### src/rtl/channel_tx_if.sv
// Bundle of the channel_tx request/payload, far-end acknowledges and the two-wire line.
// The master modport is the transmitter side; slave is the environment that requests frames and acks symbols.
interface channel_tx_if #(
    parameter int WIDTH = 8
);
    logic             request;
    logic [WIDTH-1:0] data_in;
    logic             fs_ack;
    logic             one_ack;
    logic             zero_ack;
    logic             fe_ack;
    logic             Ch1;
    logic             Ch2;
    logic             busy;
    logic             done;
    logic             error;
    logic [2:0]       state_dbg;

    modport master (
        input  request, data_in, fs_ack, one_ack, zero_ack, fe_ack,
        output Ch1, Ch2, busy, done, error, state_dbg
    );

    modport slave (
        output request, data_in, fs_ack, one_ack, zero_ack, fe_ack,
        input  Ch1, Ch2, busy, done, error, state_dbg
    );
endinterface

### src/rtl/channel_tx.sv
// Two-wire return-to-zero frame transmitter: frame start, WIDTH data symbols MSB first, frame end,
// each symbol acknowledged by the far end through a 2-flop synchronized 4-phase handshake.
module channel_tx #(
    parameter int WIDTH   = 8,
    parameter int TIMEOUT = 255
) (
    input  logic          Clk,
    input  logic          Reset,
    channel_tx_if.master  bus
);
    // Handshake: request is a strobe sampled only in IDLE (no ready; ignored while busy).
    // Each symbol is a 4-phase exchange: line drives symbol -> matching ack rises -> line 00
    // -> every ack low -> next symbol. Any foreign ack during a drive, or a stall, lands in ERR.
    typedef enum logic [2:0] {
        IDLE, FS_DRIVE, FS_RTZ, BIT_DRIVE, BIT_RTZ, FE_DRIVE, FE_RTZ, ERR
    } state_t;

    localparam int CW = (WIDTH > 1) ? $clog2(WIDTH) : 1;
    localparam int TW = (TIMEOUT > 1) ? $clog2(TIMEOUT + 1) : 1;

    // Ack vectors are ordered {fe, zero, one, fs}.
    logic [3:0]       ack_meta;
    logic [3:0]       ack_sync;
    logic [3:0]       exp_mask;
    logic             exp_hit;
    logic             wrong_ack;
    logic             any_ack;
    logic             tmo_hit;
    logic             bit_nxt;
    state_t           state;
    state_t           nxt;
    logic [WIDTH-1:0] sreg;
    logic [WIDTH-1:0] sreg_shl;
    logic [CW-1:0]    bit_cnt;
    logic [TW-1:0]    tmo;
    logic [1:0]       line_q;
    logic [1:0]       line_nxt;
    logic             busy_q;
    logic             done_q;
    logic             error_q;

    assign sreg_shl  = sreg << 1;
    assign any_ack   = |ack_sync;
    assign exp_hit   = |(ack_sync & exp_mask);
    assign wrong_ack = |(ack_sync & ~exp_mask);
    assign tmo_hit   = (tmo == TW'(TIMEOUT - 1));
    assign bit_nxt   = (state == BIT_RTZ) ? sreg_shl[WIDTH-1] : sreg[WIDTH-1];

    always_comb begin
        exp_mask = 4'b0000;
        case (state)
            FS_DRIVE:  exp_mask = 4'b0001;
            BIT_DRIVE: exp_mask = sreg[WIDTH-1] ? 4'b0010 : 4'b0100;
            FE_DRIVE:  exp_mask = 4'b1000;
            default:   exp_mask = 4'b0000;
        endcase
    end

    // A foreign ack beats the expected one; timeout only matters when nothing else moved us.
    always_comb begin
        nxt = state;
        case (state)
            IDLE:      if (bus.request) nxt = FS_DRIVE;
            FS_DRIVE:  if (wrong_ack) nxt = ERR; else if (exp_hit) nxt = FS_RTZ;  else if (tmo_hit) nxt = ERR;
            BIT_DRIVE: if (wrong_ack) nxt = ERR; else if (exp_hit) nxt = BIT_RTZ; else if (tmo_hit) nxt = ERR;
            FE_DRIVE:  if (wrong_ack) nxt = ERR; else if (exp_hit) nxt = FE_RTZ;  else if (tmo_hit) nxt = ERR;
            FS_RTZ:    if (!any_ack) nxt = BIT_DRIVE; else if (tmo_hit) nxt = ERR;
            BIT_RTZ:   if (!any_ack) nxt = (bit_cnt == '0) ? FE_DRIVE : BIT_DRIVE;
                       else if (tmo_hit) nxt = ERR;
            FE_RTZ:    if (!any_ack) nxt = IDLE; else if (tmo_hit) nxt = ERR;
            default:   nxt = ERR;
        endcase
    end

    always_comb begin
        line_nxt = 2'b00;
        case (nxt)
            FS_DRIVE, FE_DRIVE: line_nxt = 2'b11;
            BIT_DRIVE:          line_nxt = bit_nxt ? 2'b10 : 2'b01;
            default:            line_nxt = 2'b00;
        endcase
    end

    // Outputs are registered from the next state so the line changes on the same edge as the state.
    always_ff @(posedge Clk or negedge Reset) begin
        if (!Reset) begin
            ack_meta <= '0;
            ack_sync <= '0;
            state    <= IDLE;
            sreg     <= '0;
            bit_cnt  <= '0;
            tmo      <= '0;
            line_q   <= 2'b00;
            busy_q   <= 1'b0;
            done_q   <= 1'b0;
            error_q  <= 1'b0;
        end else begin
            ack_meta <= {bus.fe_ack, bus.zero_ack, bus.one_ack, bus.fs_ack};
            ack_sync <= ack_meta;
            state    <= nxt;
            line_q   <= line_nxt;
            busy_q   <= (nxt != IDLE);
            done_q   <= (state == FE_RTZ) && (nxt == IDLE);
            error_q  <= (nxt == ERR);
            if (nxt != state)
                tmo <= '0;
            else if (state != IDLE && state != ERR)
                tmo <= tmo + 1'b1;
            if (state == IDLE && bus.request) begin
                sreg    <= bus.data_in;
                bit_cnt <= CW'(WIDTH - 1);
            end else if (state == BIT_RTZ && nxt == BIT_DRIVE) begin
                sreg    <= sreg_shl;
                bit_cnt <= bit_cnt - 1'b1;
            end
        end
    end

    assign bus.Ch1       = line_q[1];
    assign bus.Ch2       = line_q[0];
    assign bus.busy      = busy_q;
    assign bus.done      = done_q;
    assign bus.error     = error_q;
    assign bus.state_dbg = state;
endmodule

### src/flat_wrapper.sv
// flat-port wrapper written by rule: the top's interface ports become plain ports
module channel_tx_flat 
#(
    parameter int WIDTH   = 8,
    parameter int TIMEOUT = 255
)
  (Clk, Reset, bus_request, bus_data_in, bus_fs_ack, bus_one_ack, bus_zero_ack, bus_fe_ack, bus_Ch1, bus_Ch2, bus_busy, bus_done, bus_error, bus_state_dbg);
  channel_tx_if #(.WIDTH(WIDTH)) bus_i ();
  input  logic Clk;
  input  logic Reset;
  input wire logic [$bits(bus_i.request)-1:0] bus_request;
  input wire logic [$bits(bus_i.data_in)-1:0] bus_data_in;
  input wire logic [$bits(bus_i.fs_ack)-1:0] bus_fs_ack;
  input wire logic [$bits(bus_i.one_ack)-1:0] bus_one_ack;
  input wire logic [$bits(bus_i.zero_ack)-1:0] bus_zero_ack;
  input wire logic [$bits(bus_i.fe_ack)-1:0] bus_fe_ack;
  output wire logic [$bits(bus_i.Ch1)-1:0] bus_Ch1;
  output wire logic [$bits(bus_i.Ch2)-1:0] bus_Ch2;
  output wire logic [$bits(bus_i.busy)-1:0] bus_busy;
  output wire logic [$bits(bus_i.done)-1:0] bus_done;
  output wire logic [$bits(bus_i.error)-1:0] bus_error;
  output wire logic [$bits(bus_i.state_dbg)-1:0] bus_state_dbg;
  assign bus_i.request = bus_request;
  assign bus_i.data_in = bus_data_in;
  assign bus_i.fs_ack = bus_fs_ack;
  assign bus_i.one_ack = bus_one_ack;
  assign bus_i.zero_ack = bus_zero_ack;
  assign bus_i.fe_ack = bus_fe_ack;
  assign bus_Ch1 = bus_i.Ch1;
  assign bus_Ch2 = bus_i.Ch2;
  assign bus_busy = bus_i.busy;
  assign bus_done = bus_i.done;
  assign bus_error = bus_i.error;
  assign bus_state_dbg = bus_i.state_dbg;
  channel_tx #(.WIDTH(WIDTH), .TIMEOUT(TIMEOUT)) u_core (.Clk(Clk), .Reset(Reset), .bus(bus_i));
endmodule
### config.mk
export PLATFORM = sky130hd
export DESIGN_NAME = channel_tx_flat
export DESIGN_NICKNAME = d
export VERILOG_FILES = /design/src/rtl/channel_tx_if.sv /design/src/rtl/channel_tx.sv /design/src/flat_wrapper.sv
export SDC_FILE = /design/constraint.sdc
export NUM_CORES = 1
export LEC_CHECK = 0
export ABC_CLOCK_PERIOD_IN_PS = 2400
export CORE_MARGIN = 2
export CORE_UTILIZATION = 52
export DETAILED_ROUTE_END_ITERATION = 8
export MAX_ROUTING_LAYER = met4
export PLACE_DENSITY = 0.85
export SLEW_MARGIN = 30
export SYNTH_ARGS = -nofsm -noshare
export SYNTH_HDL_FRONTEND = slang
export SYNTH_SLANG_ARGS = --single-unit
### constraint.sdc
create_clock -name Clk -period 2.4 [get_ports Clk]
set_clock_uncertainty 0.1 [all_clocks]
set_input_delay 0.24 -clock Clk [delete_from_list [all_inputs] [get_ports Clk]]
set_output_delay 0.24 -clock Clk [all_outputs]
set_load 0.05 [all_outputs]
==> Yosys cells after proc, flatten, opt, wreduce, memory -nomap -nowiden <==
Index checks and enable logic that the tools add are counted.
{ "op_classes": {"bitwise_logic": 3, "multipliers": 0, "n_reduce_logical": 15, "shifts": 0, "n_mux": 24, "magnitude_cmp": 0, "eq_ne": 13, "div_mod_pow": 0, "n_addsub": 2} }
{ "op_table": {"columns": ["cell", "n"], "rows": [
  ["two-way mux 3 bit", 15],
  ["two-way mux 8 bit", 4],
  ["case mux 3 bit (7 select lines)", 1],
  ["equality test 3 bit, second input constant", 5],
  ["case mux 4 bit (3 select lines)", 1],
  ["OR reduction 4 bit", 3],
  ["equality test 3 x 2 -> 1 bit, second input constant", 3],
  ["logical NOT 3 bit", 3],
  ["adder 8 x 1 -> 8 bit, second input constant", 1],
  ["AND 4 bit", 2],
  ["equality test 8 bit, second input constant", 1],
  ["equality test 3 x 1 -> 1 bit, second input constant", 2],
  ["nonzero test 3 bit", 2],
  ["logical AND 1 bit", 4],
  ["NOT 4 bit", 1],
  ["case mux 2 bit (2 select lines)", 1],
  ["nonzero test 2 bit", 2],
  ["!= test 3 bit", 1],
  ["!= test 3 bit, second input constant", 1],
  ["subtractor 3 x 1 -> 3 bit, second input constant", 1],
  ["two-way mux 2 bit", 1],
  ["OR reduction 2 bit", 1],
  ["two-way mux 1 bit", 1]
]} }
{ "totals": {"mem_bits_ro": 0, "latch_bits": 0, "register_bits": 35, "mem_bits_rw": 0, "out_inout_bits": 8, "elab_cells": 67, "n_memories": 0} }

==> Logic depth before layout (Yosys ltp) <==
Gate-level depths: netlist (run 1).
{ "depth": {"ltp_word": 11, "mapped_depth": 8} }

==> Worst setup path after synthesis (run 1) <==
Ideal clock, no wire load.
{ "synth_path": {"kind": "reg-to-reg", "startpoint": "register u_core.state[2], in the netlist u_core.bus.state_dbg[2]", "endpoint": "register u_core.tmo[0]", "path_stages_with_launch": 8, "t_arrival_ns": 2.083, "required_time_ns": 2.145, "setup_ns": 0.155, "slack_ns": 0.061, "path_cell_list": "dfrtp_1 buf_4 buf_2 nand2b_1 a21oi_1 o22ai_1 o31ai_1 nor4_1"} }
{ "synth_between": {"elab_chain_len": 9, "elab_cells_between_ends": 31, "classes_between": "eq/ne (8); mux (14); bitwise (3); reduce/logical (6)"} }
{ "synth_rtl": {"columns": ["element", "line", "source"], "rows": [
  ["from (decl)", "channel_tx.sv:30", "state_t state;"],
  ["from (signal assigned)", "channel_tx.sv:100", "state <= nxt;"],
  ["equality test 3 bit, or another cell as far along", "channel_tx.sv:51, channel_tx.sv:62", null],
  ["case mux 4 bit (3 select lines)", "channel_tx.sv:51", "case (state)"],
  ["AND 4 bit or NOT 4 bit (tied branches)", "channel_tx.sv:44, channel_tx.sv:45", null],
  ["OR reduction 4 bit or AND 4 bit (tied branches)", "channel_tx.sv:44, channel_tx.sv:45", null],
  ["two-way mux 3 bit, or another cell as far along", "channel_tx.sv:66", "FE_DRIVE: if (wrong_ack) nxt = ERR; else if (exp_hit) nxt = FE_RTZ; else if (tmo_hit) nxt = ERR;"],
  ["two-way mux 3 bit (on tied branches)", "channel_tx.sv:66, channel_tx.sv:64, channel_tx.sv:65", null],
  ["case mux 3 bit (7 select lines)", "channel_tx.sv:62", "case (state)"],
  ["!= test 3 bit", "channel_tx.sv:105", "if (nxt != state)"],
  ["two-way mux 8 bit or nonzero test 2 bit (tied branches)", null, null],
  ["to (signal assigned)", "channel_tx.sv:108", "tmo <= tmo + 1'b1;"],
  ["to (decl)", "channel_tx.sv:35", "logic [TW-1:0] tmo;"]
]} }
Several ways; a longest one is shown, not always the timed one.
A chain may end at the register's enable or synchronous reset.

==> Worst setup path in the final report (run 1) <==
{ "layout_path": {"startpoint": "register u_core.state[2], in the netlist u_core.bus.state_dbg[2]", "endpoint": "register u_core.done_q, in the netlist u_core.bus.done"} }
{ "layout_between": {"elab_chain_len": 9, "elab_cells_between_ends": 27, "classes_between": "eq/ne (6); mux (13); bitwise (3); reduce/logical (5)"} }
{ "layout_rtl": {"columns": ["element", "line", "source"], "rows": [
  ["equality test 3 bit, or another cell as far along", "channel_tx.sv:51, channel_tx.sv:62", null],
  ["case mux 4 bit (3 select lines)", "channel_tx.sv:51", null],
  ["AND 4 bit or NOT 4 bit (tied branches)", "channel_tx.sv:44, channel_tx.sv:45", null],
  ["OR reduction 4 bit or AND 4 bit (tied branches)", "channel_tx.sv:44, channel_tx.sv:45", null],
  ["two-way mux 3 bit, or another cell as far along", "channel_tx.sv:66", null],
  ["two-way mux 3 bit (on tied branches)", "channel_tx.sv:66, channel_tx.sv:64, channel_tx.sv:65", null],
  ["case mux 3 bit (7 select lines) (*)", "channel_tx.sv:62", null],
  ["net u_core.nxt[2]", "channel_tx.sv:31", "state_t nxt;"],
  ["logical NOT 3 bit (*)", "channel_tx.sv:103", "done_q <= (state == FE_RTZ) && (nxt == IDLE);"],
  ["logical AND 1 bit (*)", "channel_tx.sv:103", null],
  ["to (signal assigned)", "channel_tx.sv:103", null],
  ["to (decl)", "channel_tx.sv:39", "logic done_q;"]
]} }
Mark *: on every way through the listed nets, which the timed path passes. The rest lies on a longest branch.

==> results of run 1 <==
## how the worst max path moves through the flow
stage	startpoint	endpoint	slack (ns)	cells after the start
after global routing	u_core.bus.state_dbg[2]$_DFF_PN0_	u_core.bus.done$_DFF_PN0_	-0.02	7
after floorplan	u_core.bus.state_dbg[2]$_DFF_PN0_	u_core.tmo[0]$_DFFE_PN0P_	0.06	7
final	u_core.bus.state_dbg[2]$_DFF_PN0_	u_core.bus.done$_DFF_PN0_	0.13	7
after global placement	u_core.tmo[0]$_DFFE_PN0P_	u_core.tmo[5]$_DFFE_PN0P_	0.23	7
after detailed placement	u_core.tmo[0]$_DFFE_PN0P_	u_core.bus.done$_DFF_PN0_	0.18	8
after CTS	u_core.bus.state_dbg[0]$_DFF_PN0_	bus_state_dbg[0]	0.16	2
## flip-flops by register name, summed over array words and instances, names as in the netlist
register and flops:
u_core.ack_meta 4, u_core.bit_cnt 3, u_core.line_q 2, u_core.bus.error 1, u_core.sreg 8, u_core.tmo 8
u_core.bus.state_dbg 3, u_core.bus.done 1, u_core.ack_sync 4, u_core.bus.busy 1
## timing repair
| action | CTS | global route |
|---|---|---|
| buffers inserted | 0 | 1 |
| gates resized for setup | 0 | 6 |
| setup endpoints to repair | 0 | 6 |
| hold endpoints to repair | 0 | 0 |
## Yosys cell counts (3+ instances only)
cell type  number  area [sq um]
o21ai_0         6          30.0
nand3_1        10          50.1
o21ai_1         8          40.0
xnor2_1         3          26.3
buf_2           4          20.0
nor3_1          3          15.0
nand2_1        14          52.6
a21oi_1         6          30.0
nand4_1         3          18.8
clkbuf_1        3          11.3
ha_1            4          50.1
nor3b_1         3          22.5
dfrtp_1        35           876
nand2b_1        6          37.5
inv_1           7          26.3
nor4_1          9          56.3
mux2i_1         9          90.1
nor2_1          6          22.5
xor2_1          5          43.8
## through the flow
stage,instance area [sq um],cells
after detailed placement,2280,260
after floorplan,1970,189
after CTS,2370,268
after global routing,2410,269
after global placement,2280,260
final,2410,269
## metal layers
layer / GRT usage (%) / vias up / part of all wire (%)
li1: - / 756 / -
met1: 27.3 / 766 / 44
met2: 34.9 / 35 / 50
met3: 5.14 / 14 / 3.6
met4: 10.2 / 0 / 2.9
met5: - / - / 0
## kinds of logic (layout without fill, tap and decap cells)
family                   Yosys count  in the layout  synth area share (%)
XOR/XNOR                           8              8                  3.56
flip-flops                        35             35                  44.5
AO/OA/AOI/OAI                     39             39                  16.5
multiplexers                      10             10                  5.15
AND/OR/NAND/NOR                   74             74                  23.4
buffers and inverters             19             51                  4.45
adder cells (fa/ha/maj)            4              4                  2.54
## layout make-up
class,count,area share [%]
multi-input cells,135,43.0
flip-flops and latches,35,36.4
repair buffers,34,12.9
clock buffers,5,2.85
well taps,48,2.49
inverters,9,1.40
clock inverters,3,0.986
## worst max-delay path: stages, from the launching register on
cell	delay, ns
dfrtp_1	0.51
and4bb_1	0.33
a211oi_2	0.11
a2111oi_4	0.49
buf_4	0.19
o21a_4	0.12
inv_2	0.04
a2111oi_4	0.26
## report_power, final
group          internal [W]  switching (W)  total [W]  leakage (nW)
Clock              0.000207       0.000233   0.000440        0.0408
Sequential         0.000745       0.000164   0.000909         0.416
Combinational      0.000466       0.000677    0.00114         0.477
==> flow_summary.yaml, run 1 <==
finish:
  post-route-util_pct: 65.9
  layout_common_cells: "dfrtp_1 (34), clkdlybuf4s50_1 (22), nand2_1 (14)"
  syn2layout_area_growth_pct: 22.4
  fill_cells: 274
  final_common_cell: "dfrtp_1"
  nets: 239
  antennaDiodeCount: 0
  multiInputGateArea_sq_um: 1040
  drive_above_1_share_pct: 18.6
  ff_latch_area_sq_um: 877
worst_setup_path:
  crit_path_start_kind: "flop"
  r2r_end: "u_core.bus.done$_DFF_PN0_"
  r2r-start: "u_core.bus.state_dbg[2]$_DFF_PN0_"
  arrival_ns: 2.36
  required_ns: 2.49
  rrSetupSlack_ns: 0.13
  endpoint_kind: "flop"
  reg2reg_depth: 7
  worst-path-max-fanout: 13
  crit_type: "flop to flop"
synthesis:
  synthArstFlopShare_pct: 100
  synth_ff_type: "dfrtp_1"
  yosysSeqAreaShare_pct: 44.5
  netlist_area_sq_um: 1970
  syn_avg_cell_area_sq_um: 10.4
  syn-instance-count: 189
  synth_edf_count: 0
  synthesis.nets: 208
  ys_ff_latch: 35
  synth_cell_types: 56
  yosysWarnings: 0
timing:
  hold_viol: 0
  rsz0062_at_grt: "yes"
  hold_ws_ns: 0.250
  fin_ws_ns: 0.134
  worst_pin_slew_ns: 0.645
  period_minus_slack_ns: 2.27
  fmax_mhz: 441
  max-slew-margin-rel_pct: 56.7
  layout_worst_path_cycle_share_pct: 94.4
  setup_violations: 0
  final.setup.tns_ns: 0
  drv_slew: 0
clock_network:
  cts_hold_buf: 0
  cts-root-buf: "clkbuf_8"
  clk-insertion-delay-late_ns: 0.29
  cts_sinks: 35
  ctsLongestPathBuffers: 2
  cts_tree: "yes"
  clk_pin_slew_worst_paths_ns: 0.07
  cts_buffers: 5
  htreeDepth: 2
floorplan:
  fp-row-count: 22
  die_w_um: 65.5
  pin_count: 23
  chipHeight_um: 65.5
  start_util_pct: 53.8
  die_area_sq_um: 4300
  core_sq_um: 3660
place:
  gp_routability_congestion: 0.896
  place_hpwl_um: 2960
  place_ws_ns: 0.176
  io_buffers: 22
route:
  drt_wl_total_um: 4150
  drc: 0
  routed_via_density: 5.84
  via_count: 1571
  ant_nets: 0
  firstDrtPassIters: 4
  routedWlPerCell_um: 15.4
  drt_iter0_drc: 49
pwr:
  p_per_area_nw_per_um2: 1030
  power_w: 0.00249
  power.leakage_nw: 0.933
  irDropWorstVdd_mv: 0.815
job:
  maxCapViolCount: 0
global_routing:
  grt_usage_pct: 22.2
  first_global_vias: 1531
  grt_max_degree: 36
  antenna_found_initial: 0
  grt_pass1_wl_um: 7040
  grt_overflow: 0
outcome:
  status: "finished clean"
hold_path:
  hold_class: "input port to asynchronous set/reset pin"
No activity file was read; power rests on OpenSTA's default activity.
==> inputs of run 2 (changes only) <==
--- a/config.mk
+++ b/config.mk
@@ -6,11 +6,14 @@
 export NUM_CORES = 1
 export LEC_CHECK = 0
 export ABC_CLOCK_PERIOD_IN_PS = 2400
+export CAP_MARGIN = 20
 export CORE_MARGIN = 2
 export CORE_UTILIZATION = 52
 export DETAILED_ROUTE_END_ITERATION = 8
+export DONT_BUFFER_PORTS = 1
+export GPL_TIMING_DRIVEN = 0
 export MAX_ROUTING_LAYER = met4
-export PLACE_DENSITY = 0.85
+export PLACE_DENSITY = 0.77
 export SLEW_MARGIN = 30
 export SYNTH_ARGS = -nofsm -noshare
 export SYNTH_HDL_FRONTEND = slang
==> run 2 against run 1 <==
  * Sequential power rose by 13%
  * Wire length up 7.2%
  * Power increased by 5.0%
  * Die area unchanged
  * Maximum frequency shrank 4.4%
  * Final cell count down 3.0%
  * Worst hold slack worse by 0.21 ns
  * Clock power is 21% higher
  * Worst setup slack got worse by 0.10 ns
  * Core utilization unchanged
  * Global-route usage rose by 0.36 points
  * Sequential share of layout area is 0.10 points higher
  * Critical endpoint unchanged
==> flow_summary.yaml, run 2 (same netlist as run 1, synthesis figures left out) <==
pwr:
  power.leakage_nw: 0.920
  irDropWorstVdd_mv: 0.601
  p_per_area_nw_per_um2: 1080
global_routing:
  grt_busiest_layer: "met2"
  globalRouteMet3Util_pct: 6.68
  grt_usage_pct: 22.5
  antenna_found_initial: 0
  first_global_vias: 1610
  grt_overflow: 0
  grt_pass1_wl_um: 7180
  use_met2_pct: 36.6
  grt_max_degree: 36
  met1_usage_pct: 26.0
finish:
  reg_top3: "u_core.sreg x8, u_core.tmo x8"
  antennaDiodeCount: 0
  layout_common_cells: "dfrtp_1 (32), nand2_1 (14), dlygate4sd3_1 (12)"
  drive_above_1_share_pct: 22.1
  final_common_cell: "dfrtp_1"
  post-route-util_pct: 65.9
  final-instance-count-excl-fill: 261
  nets: 231
  syn2layout_area_growth_pct: 22.4
worst_setup_path:
  r2r_end: "u_core.bus.done$_DFF_PN0_"
  reg2reg_depth: 7
  r2r-start: "u_core.bus.state_dbg[1]$_DFF_PN0_"
  critPathSlowestCell: "dfrtp_2"
  cp_slowest_stage_delay_ns: 0.54
  crit_type: "flop to flop"
  setup.worst_path.end: "u_core.bus.done$_DFF_PN0_"
  endpoint_kind: "flop"
  rrSetupSlack_ns: 0.03
  crit_chain: "buf_6 > or4b_1 > o211ai_2 > nand4b_1 > a2bb2oi_2 > inv_2 > a2111oi_4"
  arrival_ns: 2.47
  required_ns: 2.50
  worstSetupStartpoint: "u_core.bus.state_dbg[1]$_DFF_PN0_"
  crit_path_start_kind: "flop"
  worst-path-max-fanout: 10
floorplan:
  die_area_sq_um: 4300
  start_util_pct: 53.8
  chipHeight_um: 65.5
  pin_count: 23
  die_w_um: 65.5
  core_sq_um: 3660
  fp-row-count: 22
hold_path:
  hold_class: "input port to flop"
place:
  place_hpwl_um: 2860
  place_inst: 237
  io_buffers: 0
  gp_routability_congestion: 0.924
timing:
  hold_viol: 0
  max-slew-margin-rel_pct: 64.4
  fmax_mhz: 422
  layout_worst_path_cycle_share_pct: 98.8
  drv_slew: 0
  final.setup.tns_ns: 0
  period_minus_slack_ns: 2.37
  worst_pin_slew_ns: 0.529
  setup_violations: 0
clock_network:
  cts_tree: "yes"
  ctsLongestPathBuffers: 2
  htreeDepth: 2
  cts_sinks: 35
  cts_buffers: 5
  cts-root-buf: "clkbuf_8"
  clk_pin_slew_worst_paths_ns: 0.08
  clk-insertion-delay-late_ns: 0.30
route:
  via_count: 1558
  routed_via_density: 5.97
  routedWlPerCell_um: 17.0
  drt_iter0_drc: 103
  ant_nets: 0
  drt_wl_total_um: 4450
  drc: 0
  firstDrtPassIters: 4
outcome:
  status: "finished clean"
job:
  maxCapViolCount: 0
==> run 2: cell types whose count changed in the layout (fill, tap and decap cells not counted), sizes merged <==
cell / before / now
clkdlybuf4s50: 22 / 0
dlygate4sd3: 0 / 12
clkbuf: 5 / 8
clkinv: 0 / 2
clkinvlp: 2 / 0
buf: 12 / 11
bufinv: 0 / 1
inv: 10 / 9
==> run 2: area by class of cell <==
| class | instances | area [sq um] |
|---|---|---|
| repair buffers | 16 | 163 |
| well taps | 48 | 60.1 |
| clock buffers | 5 | 68.8 |
| inverters | 9 | 33.8 |
| multi-input cells | 135 | 1100 |
| fillers | 262 | 1250 |
| clock inverters | 3 | 43.8 |
| flip-flops and latches | 35 | 880 |
| plain buffers | 10 | 63.8 |
==> run 2: repair_timing <==
| action | CTS | global route |
|---|---|---|
| hold buffers | 13 | 0 |
| buffers inserted | 1 | 2 |
| gates resized for setup | 6 | 18 |
| pin swaps | 1 | 4 |
| setup endpoints to repair | 14 | 13 |
| endpoints found under the hold margin | 46 | 0 |
==> run 2: stage by stage <==
step           setup slack, ns  hold slack, ns  total power, W  area, sq um
6_report                0.0296          0.0356         0.00262         2410
5_1_grt                -0.0442          0.0521         0.00277         2410
4_1_cts                0.00835          0.0389         0.00249         2310
3_5_place_dp            -0.348          -0.155         0.00189         2030
3_3_place_gp            -0.304          -0.155         0.00184         2030
2_1_floorplan           0.0614          -0.156         0.00170         1970
==> run 2: worst max-delay path, delay by kind of cell, from the launching register on <==
family,cells,cell delay (ns)
simple gates,2,0.70
compound gates,3,0.63
flops,1,0.54
buf+inv,2,0.29
==> run 2: worst min-delay path by stage <==
stage	cells past startpoint	slack [ns]	endpoint	start
global route	2	0.05	u_core.sreg[7]$_DFFE_PN0P_	bus_data_in[7]
detailed placement	0	-0.15	u_core.tmo[1]$_DFFE_PN0P_	Reset
floorplan	0	-0.16	u_core.ack_meta[0]$_DFF_PN0_	Reset
global placement	0	-0.15	u_core.tmo[1]$_DFFE_PN0P_	Reset
finish	2	0.04	u_core.sreg[7]$_DFFE_PN0P_	bus_data_in[7]
CTS	2	0.04	u_core.sreg[7]$_DFFE_PN0P_	bus_data_in[7]
==> run 2: report_power, final <==
group	internal [W]	switching [W]
logic	0.000426	0.000628
registers	0.000747	0.000281
clock network	0.000309	0.000225
total	0.00148	0.00113
==> run 2: per-layer routing <==
metal  wire, um  vias to the layer above
met5          0                        -
met4         91                        0
met3        160                       11
met2       2340                       34
met1       1860                      776
li1           -                      737
